File: src/rtl/env_pkg.sv
// rtl/env_pkg.sv - shared widths, frame geometry, cell types and scan states
// Purpose: common definitions for the environment scan sequencer and its helpers.
// Ports: none (package).
package env_pkg;

  localparam int X_bits   = 10;
  localparam int Y_bits   = 9;
  localparam int PIXELS_X = 640;
  localparam int PIXELS_Y = 480;
  localparam int D_bits   = 8;

  typedef struct packed {
    logic [X_bits-1:0] x;
    logic [Y_bits-1:0] y;
  } loc_t;

  typedef struct packed {
    loc_t              loc;
    logic [D_bits-1:0] data;
  } cell_t;

  typedef enum logic [1:0] {
    IDLE  = 2'd0,
    ISSUE = 2'd1,
    DRAIN = 2'd2,
    DONE  = 2'd3
  } scan_state_t;

endpackage

File: src/rtl/loc_next.sv
// rtl/loc_next.sv - combinational next raster location and last-cell flag
// Purpose: given the current (x,y), produce the following cell in raster order
//   (x fastest) and flag the final cell of the frame.
// Ports:
//   x, y     in   current location
//   nx, ny   out  next location (wraps to 0,0 after the last cell)
//   last     out  current location is (PIXELS_X-1, PIXELS_Y-1)
module loc_next
  import env_pkg::*;
#(
  parameter int PIXELS_X = env_pkg::PIXELS_X,
  parameter int PIXELS_Y = env_pkg::PIXELS_Y
) (
  input  logic [X_bits-1:0] x,
  input  logic [Y_bits-1:0] y,
  output logic [X_bits-1:0] nx,
  output logic [Y_bits-1:0] ny,
  output logic              last
);

  logic x_end;
  logic y_end;

  assign x_end = (x == X_bits'(PIXELS_X - 1));
  assign y_end = (y == Y_bits'(PIXELS_Y - 1));
  assign last  = x_end & y_end;

  always_comb begin
    nx = x + 1'b1;
    ny = y;
    if (x_end) begin
      nx = '0;
      ny = y_end ? '0 : y + 1'b1;
    end
  end

endmodule

File: src/rtl/env_scan_sequencer.sv
// rtl/env_scan_sequencer.sv - per-frame raster walk of env RAM with tagged output stream
// Purpose: on start, read every environment cell once in raster order and return each
//   read result tagged with its (x,y) over a valid/ready stream.
// Ports:
//   Clk, Reset_n            clock, synchronous active-low reset
//   start                   frame start pulse (only honoured in IDLE)
//   rd_req/rd_gnt           RAM read handshake; rd_x/rd_y address
//   rd_data                 RAM data, MEM_LAT cycles after an accepted request
//   out_valid/out_ready     downstream handshake; out_x/out_y/out_data payload
//   busy                    frame in progress
//   frame_done              one-cycle pulse once the last cell has been consumed
module env_scan_sequencer
  import env_pkg::*;
#(
  parameter int PIXELS_X = env_pkg::PIXELS_X,
  parameter int PIXELS_Y = env_pkg::PIXELS_Y,
  parameter int MEM_LAT  = 2
) (
  input  logic              Clk,
  input  logic              Reset_n,
  input  logic              start,
  output logic              rd_req,
  input  logic              rd_gnt,
  output logic [X_bits-1:0] rd_x,
  output logic [Y_bits-1:0] rd_y,
  input  logic [D_bits-1:0] rd_data,
  output logic              out_valid,
  input  logic              out_ready,
  output logic [X_bits-1:0] out_x,
  output logic [Y_bits-1:0] out_y,
  output logic [D_bits-1:0] out_data,
  output logic              busy,
  output logic              frame_done
);

  localparam int FIFO_DEPTH = MEM_LAT + 2;
  localparam int PW         = $clog2(FIFO_DEPTH);
  localparam int CW         = $clog2(FIFO_DEPTH + 1);

  scan_state_t state, state_nxt;

  loc_t              loc;
  logic [X_bits-1:0] nx;
  logic [Y_bits-1:0] ny;
  logic              last_cell;

  // Tag pipe: one slot per RAM latency cycle, valid bit qualifies the location.
  logic [MEM_LAT-1:0] tag_vld;
  loc_t               tag_loc [MEM_LAT];

  cell_t         fifo_mem [FIFO_DEPTH];
  logic [PW-1:0] wptr, rptr;
  logic [CW-1:0] count;
  // Credits count free FIFO slots not already claimed by reads in flight.
  logic [CW-1:0] credits;

  logic accept, push, pop, pipe_empty, drain_done, can_issue;

  function automatic logic [PW-1:0] ptr_inc(input logic [PW-1:0] p);
    return (p == PW'(FIFO_DEPTH - 1)) ? '0 : p + 1'b1;
  endfunction

  loc_next #(
    .PIXELS_X(PIXELS_X),
    .PIXELS_Y(PIXELS_Y)
  ) u_loc_next (
    .x   (loc.x),
    .y   (loc.y),
    .nx  (nx),
    .ny  (ny),
    .last(last_cell)
  );

  assign can_issue  = (state == ISSUE) && (credits != '0);
  assign accept     = can_issue & rd_gnt;
  assign push       = tag_vld[MEM_LAT-1];
  assign out_valid  = (count != '0);
  assign pop        = out_valid & out_ready;
  assign pipe_empty = (tag_vld == '0);
  // Finish as soon as the final element leaves, so frame_done lands the cycle after it.
  assign drain_done = pipe_empty && ((count == '0) || ((count == CW'(1)) && pop));

  assign rd_x     = loc.x;
  assign rd_y     = loc.y;
  assign out_x    = out_valid ? fifo_mem[rptr].loc.x : '0;
  assign out_y    = out_valid ? fifo_mem[rptr].loc.y : '0;
  assign out_data = out_valid ? fifo_mem[rptr].data  : '0;

  always_ff @(posedge Clk) begin
    if (!Reset_n) state <= IDLE;
    else          state <= state_nxt;
  end

  always_comb begin
    state_nxt  = state;
    rd_req     = 1'b0;
    busy       = 1'b1;
    frame_done = 1'b0;
    case (state)
      IDLE: begin
        busy = 1'b0;
        if (start) state_nxt = ISSUE;
      end
      ISSUE: begin
        rd_req = can_issue;
        if (can_issue && rd_gnt && last_cell) state_nxt = DRAIN;
      end
      DRAIN: begin
        if (drain_done) state_nxt = DONE;
      end
      DONE: begin
        frame_done = 1'b1;
        state_nxt  = IDLE;
      end
      default: state_nxt = IDLE;
    endcase
  end

  always_ff @(posedge Clk) begin
    if (!Reset_n) begin
      loc     <= '0;
      tag_vld <= '0;
      wptr    <= '0;
      rptr    <= '0;
      count   <= '0;
      credits <= CW'(FIFO_DEPTH);
    end else begin
      if (accept) begin
        loc.x <= nx;
        loc.y <= ny;
      end
      tag_vld[0] <= accept;
      for (int i = 1; i < MEM_LAT; i++) tag_vld[i] <= tag_vld[i-1];
      if (push) wptr <= ptr_inc(wptr);
      if (pop)  rptr <= ptr_inc(rptr);
      case ({push, pop})
        2'b10:   count <= count + 1'b1;
        2'b01:   count <= count - 1'b1;
        default: count <= count;
      endcase
      case ({accept, pop})
        2'b10:   credits <= credits - 1'b1;
        2'b01:   credits <= credits + 1'b1;
        default: credits <= credits;
      endcase
    end
  end

  // Payload storage needs no reset; valid bits and the FIFO count qualify it.
  always_ff @(posedge Clk) begin
    tag_loc[0] <= loc;
    for (int i = 1; i < MEM_LAT; i++) tag_loc[i] <= tag_loc[i-1];
    if (push) begin
      fifo_mem[wptr].loc  <= tag_loc[MEM_LAT-1];
      fifo_mem[wptr].data <= rd_data;
    end
    if (Reset_n && push) assert (count != CW'(FIFO_DEPTH));
  end

endmodule
File: config.mk
export PLATFORM = sky130hd
export DESIGN_NAME = env_scan_sequencer
export DESIGN_NICKNAME = d
export VERILOG_FILES = /design/src/rtl/env_pkg.sv /design/src/rtl/loc_next.sv /design/src/rtl/env_scan_sequencer.sv
export SDC_FILE = /design/constraint.sdc
export NUM_CORES = 1
export LEC_CHECK = 0
export BUFFER_PORTS_ARGS = -buffer_cell sky130_fd_sc_hd__buf_2
export CAP_MARGIN = 20
export CORE_ASPECT_RATIO = 0.8
export CORE_MARGIN = 5
export CORE_UTILIZATION = 40
export CTS_BUF_LIST = sky130_fd_sc_hd__clkbuf_8
export CTS_CLUSTER_SIZE = 30
export DETAILED_ROUTE_END_ITERATION = 16
export PLACE_DENSITY = 0.56
export SYNTH_ARGS = -nofsm -noshare
export SYNTH_HDL_FRONTEND = slang
export SYNTH_SLANG_ARGS = --single-unit
File: constraint.sdc
create_clock -name Clk -period 2.82 [get_ports Clk]
set_input_delay 0.141 -clock Clk [delete_from_list [all_inputs] [get_ports Clk]]
set_output_delay 0.141 -clock Clk [all_outputs]
set_load 0.005 [all_outputs]
==> results.cfg <==
[status]
run_status = finished, final reports clean

[worst_setup_path]
ff2ff_setup_slack_ps = 300
cp_max_fo = 14
path_cells = inv_1 > ha_1 > o31ai_2 > or4_1 > or4_1 > a21oi_1
critPathMaxStageDelay_ps = 760
cp.depth = 6
cp-end-kind = flip-flop
worst-path-buf-inv = 1
startpoint_type = flip-flop
cp-endpoint = rd_y[7]
rr_startpoint = state[1]
r2r_cells = 6
crit_path_frequent_cell = or4_1
cp.required_ps = 3180
crit_start = state[1]
cp_slowest_cell = or4_1
crit_family = simple AND/OR/NAND/NOR gates
rr_endpoint = rd_y[7]
arrival_ps = 2880
worst-setup-path-type = reg2reg

[drt]
drc = 0
vias = 3568
wl_per_cell_um = 16.2
ant_nets = 0
viasPerCell = 4.82
totalWireLength_um = 12000
first_pass_iters = 4
drt-initial-drc-count = 167

[synthesis]
ys_seq_area_share_pct = 70.7
synth_seq_cells = 181
yosys.area_share.xor_xnor_pct = 1.58
yosys.area_share.adder_pct = 3.69
synth_area_leaders = edfxtp_1 (49%), dfxtp_1 (22%), mux4_2 (9.1%), ha_1 (3.4%), and2_1 (3.1%)
syn-num-nets = 450
synthMostInstantiatedCell = edfxtp_1
synth.avg_cell_area_sq_um = 15.9
synth_async_sr_flop_share_pct = 0
synth_top_family_by_area = multiplexers
yosysWarnings = 0
synth_compound_area_share_pct = 3.08
netlist.top_cell.by_area = edfxtp_1
synth_common_cells = edfxtp_1 (108), dfxtp_1 (73), and2_1 (33)
synthSimpleGateAreaFrac_pct = 9.27
synthFlopType = edfxtp_1
netlist_instances = 418
synth_edf_count = 108
synthMuxAreaShare_pct = 9.91
synth_top_area_share_pct = 48.7
synth.distinct_cells = 38
synth_area_sq_um = 6650

[floorplanning]
pin_count = 63
coreArea_sq_um = 16400
dieArea_sq_um = 19300
fp.dieW_um = 154
fp-row-count = 42
die_h_um = 125
initial_core_util_pct = 40.4

[pwr]
leakagePower_uw = 0.00283
p_sw_uw = 1610
power_per_cell_area_nw_per_um2 = 754
pwr-share-seq_pct = 50.7
p_int_uw = 4240
ir_drop_mv = 0.362
swShare_pct = 27.5
combinationalPowerShare_pct = 22.3
clockPowerShare_pct = 27.0

[sta]
finalCriticalPeriod_ps = 2520
fin_ws_ps = 305
setup_viol = 0
tns_ps = 0
max_freq_mhz = 398
whs_ps = 133
fin_skew_ps = 14.3
period_share_pct = 89.2
slew-limit-headroom_pct = 50.5
hold_viol = 0
final_max_slew_viol_count = 0
tightest_slew_ps = 743
rsz0062_at_grt = no

[grt]
grt_max_degree = 29
grt.total_usage_pct = 13.0
grt_pass1_wl_um = 19600
antenna_found_initial = 0
grt_pass1_vias = 3648
grt-ovfl-total = 0

[cells_and_area]
final_area_sq_um = 7750
diodes = 0
drive_gt1_share_pct = 25.9
area_growth_pct = 16.5
fin_nets = 540

[cts]
cts.sinks = 181
clk_path_buf_depth = 2
clkTransAtPathRegs_ps = 90
postCtsSetupRepairBufs = 0
insertion_delay_ps = 440
cts_resized = 0
cts_hold_repair.buffers = 10
clockRootBuffer = clkbuf_8
cts_tree = built
htree_levels = 4
numCtsBuffers = 17

[worst_hold_path]
hp-class = in2reg

[placed_design]
dp_hpwl_um = 7840
place_ws_ps = 342
gp_congestion = 0.756
portBuffers = 62
placed_area_sq_um = 7290

[run]
drv_cap = 0
## how the worst min path moves through the flow
stage,startpoint,to,slack [ps],depth (start not counted)
final,out_ready,flip-flop,130,4
after global routing,out_ready,flip-flop,150,4
after global placement,tag_loc[0][4],tag_loc[0][23],310,0
after floorplan,rd_data[0],fifo_mem[0][0],240,0
after detailed placement,tag_loc[0][7],tag_loc[0][26],310,0
after CTS,out_ready,flip-flop,110,4
## cells in the final DEF, fill, tap and decap left out, drive strengths merged, types with 5 or more instances in the layout
cell           n
edfxtp       108
buf           74
dfxtp         73
and2          33
mux4          27
inv           20
nor2          19
ha            18
clkbuf        18
nand2         14
a21oi         14
or3           10
nand3         10
dlygate4sd3   10
clkinv        10
o21ai          8
xnor2          7
or4            5
xor2           5
o31ai          5
## worst register-to-register path: stages, from the launching register on
cell and delay (ps):
dfxtp_1 370, inv_1 120, ha_1 280, o31ai_2 180, or4_1 760, or4_1 590, a21oi_1 140
## flip-flops by register name (all words and copies together) (netlist names), named ones only
name      flops
count         3
credits       3
fifo_mem    108
rd_x         10
rd_y          9
rptr          2
state         2
tag_loc      38
tag_vld       2
wptr          2
## cells by family after synthesis
| group | count (synthesis) |
|---|---|
| DFF | 181 |
| and+or+nand+nor | 111 |
| AOI/OAI and AO/OA | 33 |
| muxes | 32 |
| buffers and inverters | 30 |
| adders and majority gates | 19 |
| xor gates and xnor gates | 12 |
## power groups by stage
stage          clock network [uW]  registers (uW)  logic (uW)
2_1_floorplan                   0            3000         842
3_3_place_gp                    0            3020        1290
3_5_place_dp                    0            3030        1330
4_1_cts                      1630            2970        1350
5_1_grt                      1740            2980        1470
6_report                     1580            2960        1300
## cell type report
class                      instances  area [sq um]
sequential                       181          4710
clock inverter                    14           113
clock buffer                      18           248
tap                              220           275
inverter                          17          63.8
multi-input combinational        207          1830
fill                            1435          8700
timing repair buffer              84           513
## per-stage QoR
step	total power, uW	instances	utilization (%)
floorplan	3850	418	-
global placement	4310	699	44.3
detailed placement	4360	699	44.3
CTS	5940	741	47.1
global route	6190	741	47.1
finish	5850	741	47.1
## metal layers
metal / vias up / share of wire (%) / GRT usage, %
li1: 1745 / - / -
met1: 1759 / 49 / 17.8
met2: 55 / 46 / 20.1
met3: 9 / 3.7 / 3.90
met4: 0 / 0.87 / 3.89
met5: - / 0 / 0
(Power assumes the default switching activity.)
